`config.mk`:
```
export PLATFORM = sky130hd
export DESIGN_NAME = rr_burst_arbiter
export DESIGN_NICKNAME = d
export VERILOG_FILES = /design/src/rtl/arb_pkg.sv /design/src/rtl/rr_pick.sv /design/src/rtl/rr_burst_arbiter.sv
export SDC_FILE = /design/constraint.sdc
export NUM_CORES = 1
export LEC_CHECK = 0
export BUFFER_PORTS_ARGS = -buffer_cell sky130_fd_sc_hd__buf_2
export CORE_AREA = 2 2 122 124
export DETAILED_ROUTE_END_ITERATION = 7
export DIE_AREA = 0 0 124 126
export PLACE_DENSITY = 0.74
export SLEW_MARGIN = 10
export SYNTH_ARGS = -nofsm -noshare
export SYNTH_HDL_FRONTEND = slang
export SYNTH_SLANG_ARGS = --single-unit
```
`constraint.sdc`:
```
create_clock -name clock -period 6.2 [get_ports clock]
set_input_delay 0.31 -clock clock [delete_from_list [all_inputs] [get_ports clock]]
set_output_delay 0.31 -clock clock [all_outputs]
set_load 0.05 [all_outputs]
```
`src/rtl/arb_pkg.sv`:
```
// Shared definitions for the round-robin burst arbiter family: default
// field widths, the lock state encoding, the beat record and the index
// width helper used to size channel indices.
package arb_pkg;

   // Default field widths of the shared memory request port.
   localparam int ARB_ADDR_W = 27;
   localparam int ARB_DATA_W = 32;

   // Burst lock state. LOCK_HELD means a multi-beat burst is in flight and
   // only the owning channel may be granted until its last beat passes.
   typedef enum logic {
      LOCK_OPEN = 1'b0,
      LOCK_HELD = 1'b1
   } lock_state_e;

   // One beat as seen on the shared port at the default widths. Blocks that
   // override the widths declare the same record shape from their own
   // parameters.
   typedef struct packed {
      logic [ARB_ADDR_W-1:0] addr;
      logic [ARB_DATA_W-1:0] data;
      logic                  last;
   } beat_t;

   // ceil(log2(n)), but never less than 1 so a single channel still gets a
   // one-bit index.
   function automatic int clog2_min1(input int n);
      int r;
      r = 0;
      for (int i = 0; i < 31; i++) begin
         if ((1 << i) < n) r = i + 1;
      end
      return (r < 1) ? 1 : r;
   endfunction

endpackage

```
`src/rtl/rr_pick.sv`:
```
// Combinational round-robin picker: scans the request vector starting one
// position after ptr_i and wrapping at NUM_IN-1 -> 0, returning the first
// requester as a one-hot grant and as an index. Shared with the response
// router, so it carries no state of its own.
module rr_pick #(
   parameter int NUM_IN = 4,
   parameter int IDX_W  = 2
) (
   input  logic [NUM_IN-1:0] req_i,
   input  logic [IDX_W-1:0]  ptr_i,
   output logic [NUM_IN-1:0] grant_o,
   output logic [IDX_W-1:0]  grant_idx_o
);

   // First requester after ptr_i in circular order; no grant when idle.
   always_comb begin
      logic             found;
      logic [IDX_W-1:0] c;
      grant_o     = '0;
      grant_idx_o = '0;
      found       = 1'b0;
      c           = '0;
      for (int k = 1; k <= NUM_IN; k++) begin
         c = IDX_W'((int'(ptr_i) + k) % NUM_IN);
         if (!found && req_i[c]) begin
            grant_o[c]  = 1'b1;
            grant_idx_o = c;
            found       = 1'b1;
         end
      end
   end

endmodule

```
`src/rtl/rr_burst_arbiter.sv`:
```
// N-input round-robin arbiter with burst locking and a registered output
// slot. Multi-beat bursts are kept atomic: once a beat with last=0 is taken
// from a channel, that channel alone is served until its last beat. The
// pointer moves only at burst end, so fairness is counted in bursts.
module rr_burst_arbiter
   import arb_pkg::*;
#(
   parameter  int NUM_IN   = 4,
   parameter  int ADDR_W   = ARB_ADDR_W,
   parameter  int DATA_W   = ARB_DATA_W,
   localparam int CHOSEN_W = clog2_min1(NUM_IN)
) (
   input  logic                       clock,
   input  logic                       reset,
   input  logic [NUM_IN-1:0]          io_in_valid,
   output logic [NUM_IN-1:0]          io_in_ready,
   input  logic [NUM_IN*ADDR_W-1:0]   io_in_bits_addr,
   input  logic [NUM_IN*DATA_W-1:0]   io_in_bits_data,
   input  logic [NUM_IN-1:0]          io_in_bits_last,
   output logic                       io_out_valid,
   input  logic                       io_out_ready,
   output logic [ADDR_W-1:0]          io_out_bits_addr,
   output logic [DATA_W-1:0]          io_out_bits_data,
   output logic                       io_out_bits_last,
   output logic [CHOSEN_W-1:0]        io_chosen
);

   // Handshake: a beat moves across a port on a rising edge where valid and
   // ready are both high. Sources hold valid and the payload stable until
   // accepted. io_in_ready never looks at the same channel's io_in_valid,
   // only at the other channels' valids (through the round-robin order) and
   // at whether the output slot can take a beat this cycle.

   typedef struct packed {
      logic [ADDR_W-1:0] addr;
      logic [DATA_W-1:0] data;
      logic              last;
   } slot_t;

   // Registered state
   lock_state_e         state_q,     state_d;
   logic [CHOSEN_W-1:0] lock_idx_q,  lock_idx_d;
   logic [CHOSEN_W-1:0] ptr_q,       ptr_d;
   logic [CHOSEN_W-1:0] chosen_q,    chosen_d;
   slot_t               slot_q,      slot_d;
   logic                out_valid_q, out_valid_d;

   // Combinational helpers
   logic                slot_free;
   logic [NUM_IN-1:0]   pick_grant;
   logic [CHOSEN_W-1:0] pick_idx;
   logic [NUM_IN-1:0]   open_ready;
   logic [NUM_IN-1:0]   in_ready;
   logic [CHOSEN_W-1:0] sel_idx;
   logic                xfer;
   slot_t               in_beat;

   // The slot can be reloaded when empty or when its beat leaves this cycle.
   assign slot_free = ~out_valid_q | io_out_ready;

   rr_pick #(
      .NUM_IN (NUM_IN),
      .IDX_W  (CHOSEN_W)
   ) u_pick (
      .req_i       (io_in_valid),
      .ptr_i       (ptr_q),
      .grant_o     (pick_grant),
      .grant_idx_o (pick_idx)
   );

   // Unlocked offer mask: a channel is offered the slot when no valid
   // channel precedes it in round-robin order. Among valid channels this
   // singles out exactly the picker's winner, without using the channel's
   // own valid.
   always_comb begin
      logic                seen;
      logic [CHOSEN_W-1:0] c;
      open_ready = '0;
      seen       = 1'b0;
      c          = '0;
      for (int k = 1; k <= NUM_IN; k++) begin
         c             = CHOSEN_W'((int'(ptr_q) + k) % NUM_IN);
         open_ready[c] = ~seen;
         seen          = seen | io_in_valid[c];
      end
   end

   // Grant selection: a held lock pins the grant to the burst owner even
   // while it idles; otherwise the round-robin winner is served.
   always_comb begin
      in_ready = '0;
      sel_idx  = pick_idx;
      xfer     = 1'b0;
      if (state_q == LOCK_HELD) begin
         sel_idx              = lock_idx_q;
         in_ready[lock_idx_q] = slot_free;
         xfer                 = slot_free & io_in_valid[lock_idx_q];
      end else begin
         in_ready = open_ready & {NUM_IN{slot_free}};
         xfer     = slot_free & (|pick_grant);
      end
   end

   assign io_in_ready = in_ready;

   // Payload of the selected channel.
   always_comb begin
      in_beat.addr = io_in_bits_addr[sel_idx*ADDR_W +: ADDR_W];
      in_beat.data = io_in_bits_data[sel_idx*DATA_W +: DATA_W];
      in_beat.last = io_in_bits_last[sel_idx];
   end

   // Next state: load the slot on a transfer, update lock and pointer from
   // the beat's last flag, and empty the slot when it drains with no refill.
   always_comb begin
      state_d     = state_q;
      lock_idx_d  = lock_idx_q;
      ptr_d       = ptr_q;
      slot_d      = slot_q;
      chosen_d    = chosen_q;
      out_valid_d = out_valid_q;
      if (xfer) begin
         slot_d      = in_beat;
         chosen_d    = sel_idx;
         out_valid_d = 1'b1;
         if (in_beat.last) begin
            // Burst (or single beat) done: release and move the pointer so
            // this channel has lowest priority next time.
            state_d = LOCK_OPEN;
            ptr_d   = sel_idx;
         end else begin
            state_d    = LOCK_HELD;
            lock_idx_d = sel_idx;
         end
      end else if (io_out_ready) begin
         // Held fields are left as they are; only the valid drops.
         out_valid_d = 1'b0;
      end
   end

   // State registers. The pointer resets to the last channel so channel 0
   // is first in line; a reset drops any lock and the held beat.
   always_ff @(posedge clock or posedge reset) begin
      if (reset) begin
         state_q     <= LOCK_OPEN;
         lock_idx_q  <= '0;
         ptr_q       <= CHOSEN_W'(NUM_IN - 1);
         chosen_q    <= '0;
         slot_q      <= '0;
         out_valid_q <= 1'b0;
      end else begin
         state_q     <= state_d;
         lock_idx_q  <= lock_idx_d;
         ptr_q       <= ptr_d;
         chosen_q    <= chosen_d;
         slot_q      <= slot_d;
         out_valid_q <= out_valid_d;
      end
   end

   assign io_out_valid     = out_valid_q;
   assign io_out_bits_addr = slot_q.addr;
   assign io_out_bits_data = slot_q.data;
   assign io_out_bits_last = slot_q.last;
   assign io_chosen        = chosen_q;

endmodule

```
After elaboration in Yosys (flattened, before gate mapping):

Index checks and enable logic that the tools add are counted.

* $add $sub $neg: 4
* $mul: 1
* divide/modulo/power cells: 0
* magnitude comparators: 11
* equality and inequality tests: 0
* shifts and indexed selects: 2
* multiplexer cells: 42
* bitwise gates (word level): 15
* reductions and logical operators: 15

Operators by type and width (number)
* 128-bit by 8-bit variable part select with 32-bit output: 1
* 108-bit by 8-bit variable part select with 27-bit output: 1
* 4-bit 2-to-1 mux: 5
* 2-bit by 3-bit less-than comparator with 1-bit output (second input constant): 6
* 1-bit 2-to-1 mux: 18
* 1-bit binary-select mux with 2-bit select: 6
* 4-bit bitwise mux: 3
* 4-bit bitwise OR: 3
* 1-bit demux with 2-bit select: 5
* 2-bit by 1-bit greater-or-equal comparator with 1-bit output (second input constant): 5
* 2-bit 2-to-1 mux: 5
* 4-bit bitwise AND: 2
* 1-bit logical AND: 8
* 2-bit by 5-bit multiplier with 7-bit output (second input constant): 1
* 1-bit NOT: 5
* 2-bit by 1-bit adder with 2-bit output (second input constant): 2
* 2-bit adder (second input constant): 2
* 2-bit AND reduction: 2
* 4-bit OR reduction: 1
* 1-bit logical NOT: 3
* 1-bit bitwise OR: 3
* 1-bit bitwise AND: 2
* 2-bit nonzero test: 1

* flip-flop bits (word level): 68
* bits in latches: 0
* memory bits (writable): 0
* bits in read-only memories: 0
* bits of input ports: 247
* logic and storage cells: 98
* memories: 0

Longest topological paths before layout:

Gate-level depths: netlist (run 1).

* depth in word-level cells: 18
* gate-level depth with buffers: 13

Modules after synthesis:

Synthesis (run 1) repeated with hierarchy kept, for this count alone.

* cell total of the unflattened synthesis: 368
* area total of the unflattened synthesis: 5182.5 µm²

Modules (own cells, without submodules)
* rr_burst_arbiter: times used 1, cells an instance 300, area an instance 4636.9 µm², seq. area each 1704.1 µm²
* rr_pick: times used 1, cells an instance 68, area an instance 545.5 µm², seq. area each 0.0 µm²

Worst setup path after synthesis (run 1):

OpenSTA, ideal clock, no wires.

* kind: register -> output
* start: reg ptr_q[0]
* end: out io_in_ready[0]
* arrival time: 3.299 ns
* required time: 5.890 ns
* path slack: 2.591 ns
* cell stages (with the launch flop): 12
* buffers on the path: 2
* cells stage by stage: dfstp_2 buf_2 inv_1 ha_1 buf_6 mux2_4 mux2_4 a21oi_1 nand2b_1 a211oi_1 a31oi_1 nor2_1

* cells in the longest elaborated chain, start to end: 10
* elaborated cells on any way between the ends: 40
* those cells by class: add/sub: 4; order compare: 8; mux: 18; bitwise: 6; reduce/logical: 4

Ends and longest elaborated chain
* from (decl): line rr_burst_arbiter.sv:43 `logic [CHOSEN_W-1:0] ptr_q, ptr_d;`
* from (signal assigned): line rr_burst_arbiter.sv:147 `ptr_q <= CHOSEN_W'(NUM_IN - 1);`
* from (signal assigned): line rr_burst_arbiter.sv:154 `ptr_q <= ptr_d;`
* 2-bit by 1-bit adder with 2-bit output / 2-bit adder (equally long branches): line rr_burst_arbiter.sv:82 `c = CHOSEN_W'((int'(ptr_q) + k) % NUM_IN);`
* 2-bit by 3-bit less-than comparator with 1-bit output (implied by the code) / 2-bit by 1-bit greater-or-equal comparator with 1-bit output (equally long branches): line rr_burst_arbiter.sv:83 `open_ready[c] = ~seen;`
* 1-bit logical AND (implied by the code): line rr_burst_arbiter.sv:83
* 1-bit 2-to-1 mux (implied by the code): line rr_burst_arbiter.sv:83
* 1-bit demux with 2-bit select
* 4-bit bitwise mux (2 in a row): line rr_burst_arbiter.sv:83
* 4-bit bitwise mux *: line rr_burst_arbiter.sv:83
* 4-bit bitwise AND *: line rr_burst_arbiter.sv:99 `in_ready = open_ready & {NUM_IN{slot_free}};`
* 4-bit 2-to-1 mux *: line rr_burst_arbiter.sv:94 `if (state_q == LOCK_HELD) begin`
* to (decl): line rr_burst_arbiter.sv:16 `output logic [NUM_IN-1:0] io_in_ready,`

Mark *: on every way between the ends. The rest lies on a longest branch, timed or not. The select of a mux whose other input is x is not followed.

Worst setup path in the final report (run 1):

* start: reg ptr_q[0]
* end: out io_in_ready[1]

Same word-level chain as after synthesis.

==> results of run 1 <==
-- final cells by class --
| class | count | area (µm²) |
|---|---|---|
| Fill cell | 1350 | 6740 |
| Clock buffer | 12 | 256 |
| Timing Repair Buffer | 319 | 1640 |
| Multi-Input combinational cell | 414 | 3670 |
| Clock inverter | 4 | 47.5 |
| Sequential cell | 68 | 1700 |
| Tap cell | 184 | 230 |
| Inverter | 6 | 22.5 |
-- placed cells by master (no fill, tap or decap), types with 4 or more instances in the layout --
cell,count
mux2i_1,127
buf_4,4
ha_1,8
nor2b_1,6
nor2_1,16
a211oi_1,13
mux2_4,60
o21ai_2,57
nand2_1,68
o21ai_0,9
inv_1,5
clkbuf_16,9
a31oi_1,5
a21oi_1,12
buf_2,313
dfrtp_1,66
-- report_power, final --
group | internal [µW] | total [µW] | switching (µW)
clock | 332 | 521 | 189
sequential | 684 | 831 | 148
combinational | 1520 | 3740 | 2210
total | 2540 | 5090 | 2550
-- critical path: cells and delay by family, from the launching register on --
| kind | cells | cell delay (ns) |
|---|---|---|
| buffers and inverters | 2 | 0.53 |
| DFF | 1 | 0.78 |
| muxes | 2 | 0.68 |
| and+or+nand+nor | 2 | 0.30 |
| AOI/OAI and AO/OA | 3 | 0.71 |
| adders and majority gates | 1 | 0.74 |
-- flip-flops by register name, indices dropped and copies added, names as in the netlist --
signal,cells
io_out_bits_data,32
io_out_bits_addr,27
io_chosen,2
lock_idx_q,2
ptr_q,2
io_out_bits_last,1
io_out_valid,1
state_q,1
-- logic make-up after synthesis --
family | count (synthesis) | share of synthesized area (%)
muxes | 191 | 39.7
AOI/OAI and AO/OA | 115 | 16.2
and+or+nand+nor | 99 | 7.44
DFF | 68 | 30.3
buffers and inverters | 48 | 4.43
adders and majority gates | 8 | 1.78
xor gates and xnor gates | 1 | 0.156
-- metrics by stage --
step	instances	setup WS, ns	utilization (%)	instance area (µm²)
finish	1007	1.82	52.9	7570
floorplan	530	2.59	-	5620
detailed placement	991	1.98	50.8	7270
global route	1007	1.54	52.9	7570
CTS	1007	1.86	52.9	7570
global placement	991	2.05	50.8	7270
-- layer usage --
| layer | track usage [%] | share of wire, % |
|---|---|---|
| met1 | 22.3 | 39 |
| met4 | 6.87 | 2.1 |
| met3 | 3.94 | 7.6 |
| met2 | 32.6 | 51 |
| met5 | 0 | 0 |
-- worst max path at each step --
stage	startpoint	endpoint	slack, ns
2_1_floorplan	ptr_q[0]	io_in_ready[0]	2.59
3_3_place_gp	ptr_q[0]	lock_idx_q[0]	2.05
3_5_place_dp	ptr_q[0]	lock_idx_q[0]	1.98
4_1_cts	ptr_q[0]	io_in_ready[0]	1.86
5_1_grt	ptr_q[0]	io_in_ready[2]	1.54
6_report	ptr_q[0]	io_in_ready[1]	1.82
==> results_dict.tcl, run 1 <==
set metrics [dict create \
    cts.sinks 68 \
    start_kind "flip-flop" \
    rrSetupSlack_ns 1.95 \
    finalMaxSlewViolations 0 \
    rsz0062_at_grt "false" \
    first_iter_violations 166 \
    cts_buffers 9 \
    rows 44 \
    die_w_um 124 \
    slew_headroom_pct 42.4 \
    routabilityCongestion 0.874 \
    finalSetupViolCount 0 \
    drc 0 \
    syn_avg_cell_area_um2 10.6 \
    fin_crit_sh_pct 70.6 \
    period_minus_slack_ns 4.38 \
    crit_chain "inv_1 > ha_1 > mux2_4 > mux2_4 > a21oi_1 > nand2b_1 > a211oi_1 > a31oi_1 > nor2_1 > buf_2" \
    num_antenna_cells 0 \
    cts-root-buf "clkbuf_16" \
    timing.fmax_mhz 228 \
    synth.most_common_cell "mux2i_1" \
    start_util_pct 39.3 \
    die_h_um 126 \
    dr.pass1.iters 4 \
    cts_setup_buffers 0 \
    r2r_end "lock_idx_q[0]" \
    synth_seq_cells 68 \
    cts_resized 0 \
    numPortBuffers 313 \
    hp-class "input port to asynchronous set/reset pin" \
    outcome "finished clean" \
    vias 5001 \
    clockBufferDepth 2 \
    totalWireLength_mm 14.5 \
    yosysTopAreaCellShare_pct 29.4 \
    slowest_delay_ns 0.78 \
    fin_skew_ns 0.00502 \
    track_usage_pct 18.7 \
    core_um2 14300 \
    first_global_vias 4686 \
    dieArea_um2 15600 \
    synth.area.top_cells "dfrtp_1, mux2i_1, mux2_4, o21ai_2, nand2_1" \
    ys_warn_count 0 \
    clk_pin_slew_worst_paths_ns 0.06 \
    synth-seq-area-share_pct 30.3 \
    grt_pass1_wl_mm 23.0 \
    antenna_found_initial 0 \
    cp.arrival_ns 4.07 \
    synthArstFlopShare_pct 100 \
    critPathKind "flip-flop to output pin" \
    nNetsFinal 1073 \
    area_growth_pct 34.7 \
    tns_ns 0 \
    yosysTopAreaCell "dfrtp_1" \
    cts_tree "done" \
    maxCapViolations 0 \
    worst_setup_path_end_kind "output pin" \
    critPathSlowestCell "dfstp_2" \
    finalHoldViolations 0 \
    hold_slack_ns 0.218 \
    h-tree-depth 3 \
    drt-vias-per-instance 4.97 \
    power_uw 5090 \
    grt_max_degree 71 \
    dpl.hpwl_mm 11.7 \
    ir_drop_mv 0.449 \
    cts-hold-fix-buffers 0 \
    powerDensity_nw_per_um2 672 \
    p_leak_uw 0.00412 \
    pin_count 314 \
    r2r_start "ptr_q[0]" \
    syn-num-nets 785 \
    syn_area_um2 5620 \
    postSynthCellCount 530 \
    cpMostUsedCell "mux2_4" \
    tightest_slew_ns 0.864 \
    critPathRequiredTime_ns 5.89 \
    layout-drive-gt1-share_pct 56.3 \
    grt.overflow.total 0 \
    synthTopCellsByCount "mux2i_1, nand2_1, dfrtp_1" \
    worstPathMaxFanout 21 \
    synth_cell_types 42 \
    synth_edf_count 0 \
    ff2ff_path_depth 10 \
    postRouteAntennaNets 0 \
    ys.flop_type "dfrtp_1" \
    clk_latency_ns 0.33 \
    wl_per_cell_um 14.4 \
]
(Power assumes the default switching activity.)
==> run 2, diff against run 1 <==
Settings changed: CORE_AREA 2 2 122 124 to default, CORE_MARGIN from default to 2, CORE_UTILIZATION from default to 41, DIE_AREA 0 0 124 126 to default, PLACE_DENSITY 0.74 to 0.8.
Clock period 6.2 ns to 3.95 ns, I/O delays scaled along.
==> results_dict.tcl, run 2 (synthesized netlist as in run 1, its figures left out) <==
set metrics [dict create \
    dpl.hpwl_mm 13.0 \
    vias 5110 \
    multi_input_area_um2 3680 \
    hp-class "input port to asynchronous set/reset pin" \
    finalSetupViolCount 0 \
    layout_commonest_cell "buf_2" \
    pin_count 314 \
    hold_slack_ns -0.00300 \
    antenna_found_initial 1 \
    die_h_um 121 \
    outcome "finished, violations left" \
    grt_pass1_wl_mm 25.0 \
    final-seq-area_um2 1700 \
    largest_register_ff_count 32 \
    power_uw 8180 \
    totalWireLength_mm 16.1 \
    postRouteAntennaNets 0 \
    clk_latency_ns 0.33 \
    ir_drop_mv 0.712 \
    finalHoldViolations 1 \
    dr.pass1.iters 4 \
    violations "negative hold slack" \
    cts_buffers 9 \
    routabilityCongestion 0.940 \
    cts.sinks 68 \
    critPathRequiredTime_ns 4.20 \
    wl_per_cell_um 16.0 \
    first_iter_violations 225 \
    fin_skew_ns 0.00724 \
    period_minus_slack_ns 3.65 \
    cts_tree "done" \
    cts_setup_buffers 0 \
    tightest_slew_ns 0.763 \
    nNetsFinal 1081 \
    rsz0062_at_grt "false" \
    dieArea_um2 14700 \
    area_growth_pct 36.1 \
    grt_max_degree 66 \
    powerDensity_nw_per_um2 1070 \
    maxCapViolations 0 \
    start_kind "flip-flop" \
    cts-root-buf "clkbuf_16" \
    first_global_vias 4954 \
    timing.fmax_mhz 274 \
    track_usage_pct 21.9 \
    h-tree-depth 3 \
    numPortBuffers 313 \
    tns_ns 0 \
    worst_setup_path_end_kind "flip-flop" \
    critPathKind "flip-flop to flip-flop" \
    finalMaxSlewViolations 0 \
    start_util_pct 42.3 \
    clockBufferDepth 2 \
    worstPathMaxFanout 36 \
    grt.overflow.total 0 \
    layout-drive-gt1-share_pct 56.7 \
    fill_cells 1204 \
    core_um2 13300 \
    p_leak_uw 0.00417 \
    drt-vias-per-instance 5.07 \
    die_w_um 121 \
    fin_util_pct 57.5 \
    clk_pin_slew_worst_paths_ns 0.06 \
    final_cell_mix "buf_2, mux2i_1, nand2_1" \
    cp.arrival_ns 3.90 \
    drc 0 \
    slew_headroom_pct 49.0 \
    rows 42 \
    cts-hold-fix-buffers 0 \
    fin_crit_sh_pct 92.5 \
]
[run 2: path summary, 6_finish.rpt]
path | to | startpoint | slack, ns | cells past startpoint
max in group asynchronous | ptr_q[0] | reset | 2.95 | 3
worst max register to register | io_out_bits_data[28] | ptr_q[1] | 0.30 | 10
min in group clock | io_out_valid | io_out_ready | 0.26 | 3
worst min register to register | io_out_bits_data[1] | io_out_bits_data[1] | 0.47 | 2
worst min-delay path | io_out_bits_addr[14] | reset | -0.003 | 2
worst max-delay path | io_out_bits_data[28] | ptr_q[1] | 0.30 | 10
[run 2: where the power goes]
part / internal (µW) / switching, µW / leakage (µW)
combinational: 2530 / 3640 / 0.00321
sequential: 1070 / 196 / 0.000823
clock: 454 / 287 / 0.000135
total: 4060 / 4120 / 0.00417
[run 2: routing by layer]
layer | up-vias | part of all wire, % | track usage (%)
met5 | - | 0 | 0
met4 | 0 | 2.6 | 8.36
met3 | 28 | 5.8 | 3.48
met2 | 197 | 51 | 38.4
met1 | 2333 | 41 | 26.7
li1 | 2552 | - | -
[run 2: cell type report]
class | instances | share of cell area [%]
flip-flops and latches | 68 | 22.3
multi-input cells | 414 | 48.1
inverters | 6 | 0.295
repair buffers | 327 | 22.8
clock buffers | 13 | 3.40
clock inverters | 2 | 0.131
well taps | 176 | 2.88
diodes | 1 | 0.0327
[run 2: timing repair]
item,CTS,global route
resized for setup,0,2
endpoints found under the hold margin,0,0
endpoints found under the setup margin,0,4
[run 2: through the flow]
stage / area, µm² / std cells / worst slack, ns
after floorplan: 5620 / 530 / 0.454
after global placement: 7370 / 991 / 0.365
after detailed placement: 7370 / 991 / 0.276
after CTS: 7640 / 1006 / 0.199
after global routing: 7650 / 1007 / 0.132
final: 7650 / 1007 / 0.297
[run 2: worst max-delay path, stage by stage (launching register included)]
cell	delay, ns
dfstp_2	0.60
inv_1	0.16
ha_2	0.50
mux2_4	0.33
mux2_4	0.32
or4_4	0.56
o21ai_4	0.16
a21oi_4	0.07
buf_4	0.34
mux2_4	0.39
o21ai_2	0.12
==> run 3, diff against run 2 <==
Settings changed: HOLD_SLACK_MARGIN from default to 0.12.
==> results_dict.tcl, run 3 (synthesized netlist as in run 1, its figures left out) <==
set metrics [dict create \
    powerDensity_nw_per_um2 1070 \
    finalMaxSlewViolations 0 \
    dp_slack_ns 0.276 \
    cts_setup_buffers 0 \
    tns_ns 0 \
    p_seq_share_pct 15.5 \
    area_growth_pct 36.3 \
    placed_cells 991 \
    layout_commonest_cell "buf_2" \
    cp-startpoint "ptr_q[1]" \
    grt.overflow.total 0 \
    drc 0 \
    slew_headroom_pct 48.9 \
    grt_pass1_wl_mm 25.0 \
    tightest_slew_ns 0.765 \
    rrSetupSlack_ns 0.29 \
    totalWireLength_mm 16.2 \
    cts-root-buf "clkbuf_16" \
    fill_cells 1203 \
    worstPathMaxFanout 36 \
    period_minus_slack_ns 3.66 \
    start_util_pct 42.3 \
    die_h_um 121 \
    pwr-share-comb_pct 75.5 \
    p_leak_uw 0.00417 \
    clk_pin_slew_worst_paths_ns 0.06 \
    final_cell_mix "buf_2, mux2i_1, nand2_1" \
    critPathKind "flip-flop to flip-flop" \
    die_w_um 121 \
    p_sw_share_pct 50.4 \
    dr.pass1.iters 4 \
    wl_per_cell_um 16.0 \
    hold_slack_ns 0.259 \
    cts.sinks 68 \
    intPower_uw 4060 \
    critPathRequiredTime_ns 4.20 \
    p_clk_share_pct 9.0 \
    h-tree-depth 3 \
    numPortBuffers 313 \
    cp.arrival_ns 3.91 \
    min_from "io_out_ready" \
    cts_buffers 9 \
    core_um2 13300 \
    clockBufferDepth 2 \
    finalHoldViolations 0 \
    nNetsFinal 1082 \
    fin_skew_ns 0.00695 \
    start_kind "flip-flop" \
    rows 42 \
    track_usage_pct 21.9 \
    dpl.hpwl_mm 13.0 \
    antenna_found_initial 1 \
    r2r_end "io_out_bits_data[28]" \
    first_iter_violations 225 \
    hp-class "input port to flip-flop" \
    fin_ws_ns 0.295 \
    drt-vias-per-instance 5.07 \
    grt_max_degree 66 \
    vias 5111 \
    pin_count 314 \
    rsz0062_at_grt "false" \
    dieArea_um2 14700 \
    postRouteAntennaNets 0 \
    fin_util_pct 57.6 \
    routabilityCongestion 0.940 \
    clk_latency_ns 0.33 \
    holdPathStages 3 \
    largest_register_ff_count 32 \
    fin_crit_sh_pct 92.5 \
    cts_tree "done" \
    holdPathEnd "io_out_valid" \
    timing.fmax_mhz 274 \
    ir_drop_mv 0.713 \
    r2r_start "ptr_q[1]" \
    finalSetupViolCount 0 \
    maxCapViolations 0 \
    layout-drive-gt1-share_pct 56.7 \
    outcome "finished clean" \
    instances_no_fill 1008 \
    first_global_vias 4957 \
    switching_power_uw 4120 \
    ff2ff_path_depth 10 \
    worst_setup_path_end_kind "flip-flop" \
]
-- run 3: changes by cell type in the layout (fill, tap and decap cells not counted), sizes merged --
| cell | change |
|---|---|
| dlygate4sd3 | +1 |
-- run 3: power groups by stage --
stage          logic (µW)  clock network (µW)  registers (µW)
2_1_floorplan        3920                   0            2370
3_3_place_gp         6090                   0            1270
3_5_place_dp         6200                   0            1280
4_1_cts              6210                 756            1270
5_1_grt              6580                 795            1320
6_report             6170                 740            1270
-- run 3: critical path, cell delays in order (launching register included) --
cell and delay (ns):
dfstp_2 0.60, inv_1 0.16, ha_2 0.50, mux2_4 0.33, mux2_4 0.32, or4_4 0.56
o21ai_4 0.16, a21oi_4 0.07, buf_4 0.34, mux2_4 0.39, o21ai_2 0.12
-- run 3: repair_timing --
item | 4_1_cts | 5_1_grt
hold buffers | 1 | 0
setup endpoints to repair | 0 | 4
gates resized for setup | 0 | 2
hold endpoints to repair | 34 | 0
-- run 3: area by class of cell --
cell class / instances / area [µm²] / share of cell area, %
Clock inverter: 2 / 10.0 / 0.131
Multi-Input combinational cell: 414 / 3680 / 48.1
Tap cell: 176 / 220 / 2.88
Inverter: 6 / 22.5 / 0.294
Sequential cell: 68 / 1700 / 22.3
Antenna cell: 1 / 2.50 / 0.0327
Clock buffer: 13 / 260 / 3.40
Timing Repair Buffer: 328 / 1760 / 22.9
-- run 3: per-layer routing --
metal | global-route usage (%) | wire length [µm] | vias to the layer above
li1 | - | - | 2551
met1 | 26.8 | 6580 | 2337
met2 | 38.4 | 8230 | 196
met3 | 3.48 | 944 | 27
met4 | 8.36 | 420 | 0
met5 | 0 | 0 | -
-- run 3: through the flow --
step           area (µm²)  power [µW]
2_1_floorplan        5620        6290
3_3_place_gp         7370        7360
5_1_grt              7660        8700
6_report             7660        8180
4_1_cts              7650        8230
3_5_place_dp         7370        7480
-- run 3: how the worst max path moves through the flow --
| stage | depth (start not counted) | slack, ns | endpoint |
|---|---|---|---|
| floorplan | 11 | 0.45 | io_in_ready[0] |
| global placement | 10 | 0.36 | io_out_bits_addr[8] |
| detailed placement | 10 | 0.28 | io_out_bits_data[28] |
| CTS | 10 | 0.20 | io_in_ready[3] |
| global route | 10 | 0.13 | io_in_ready[0] |
| finish | 10 | 0.29 | io_out_bits_data[28] |
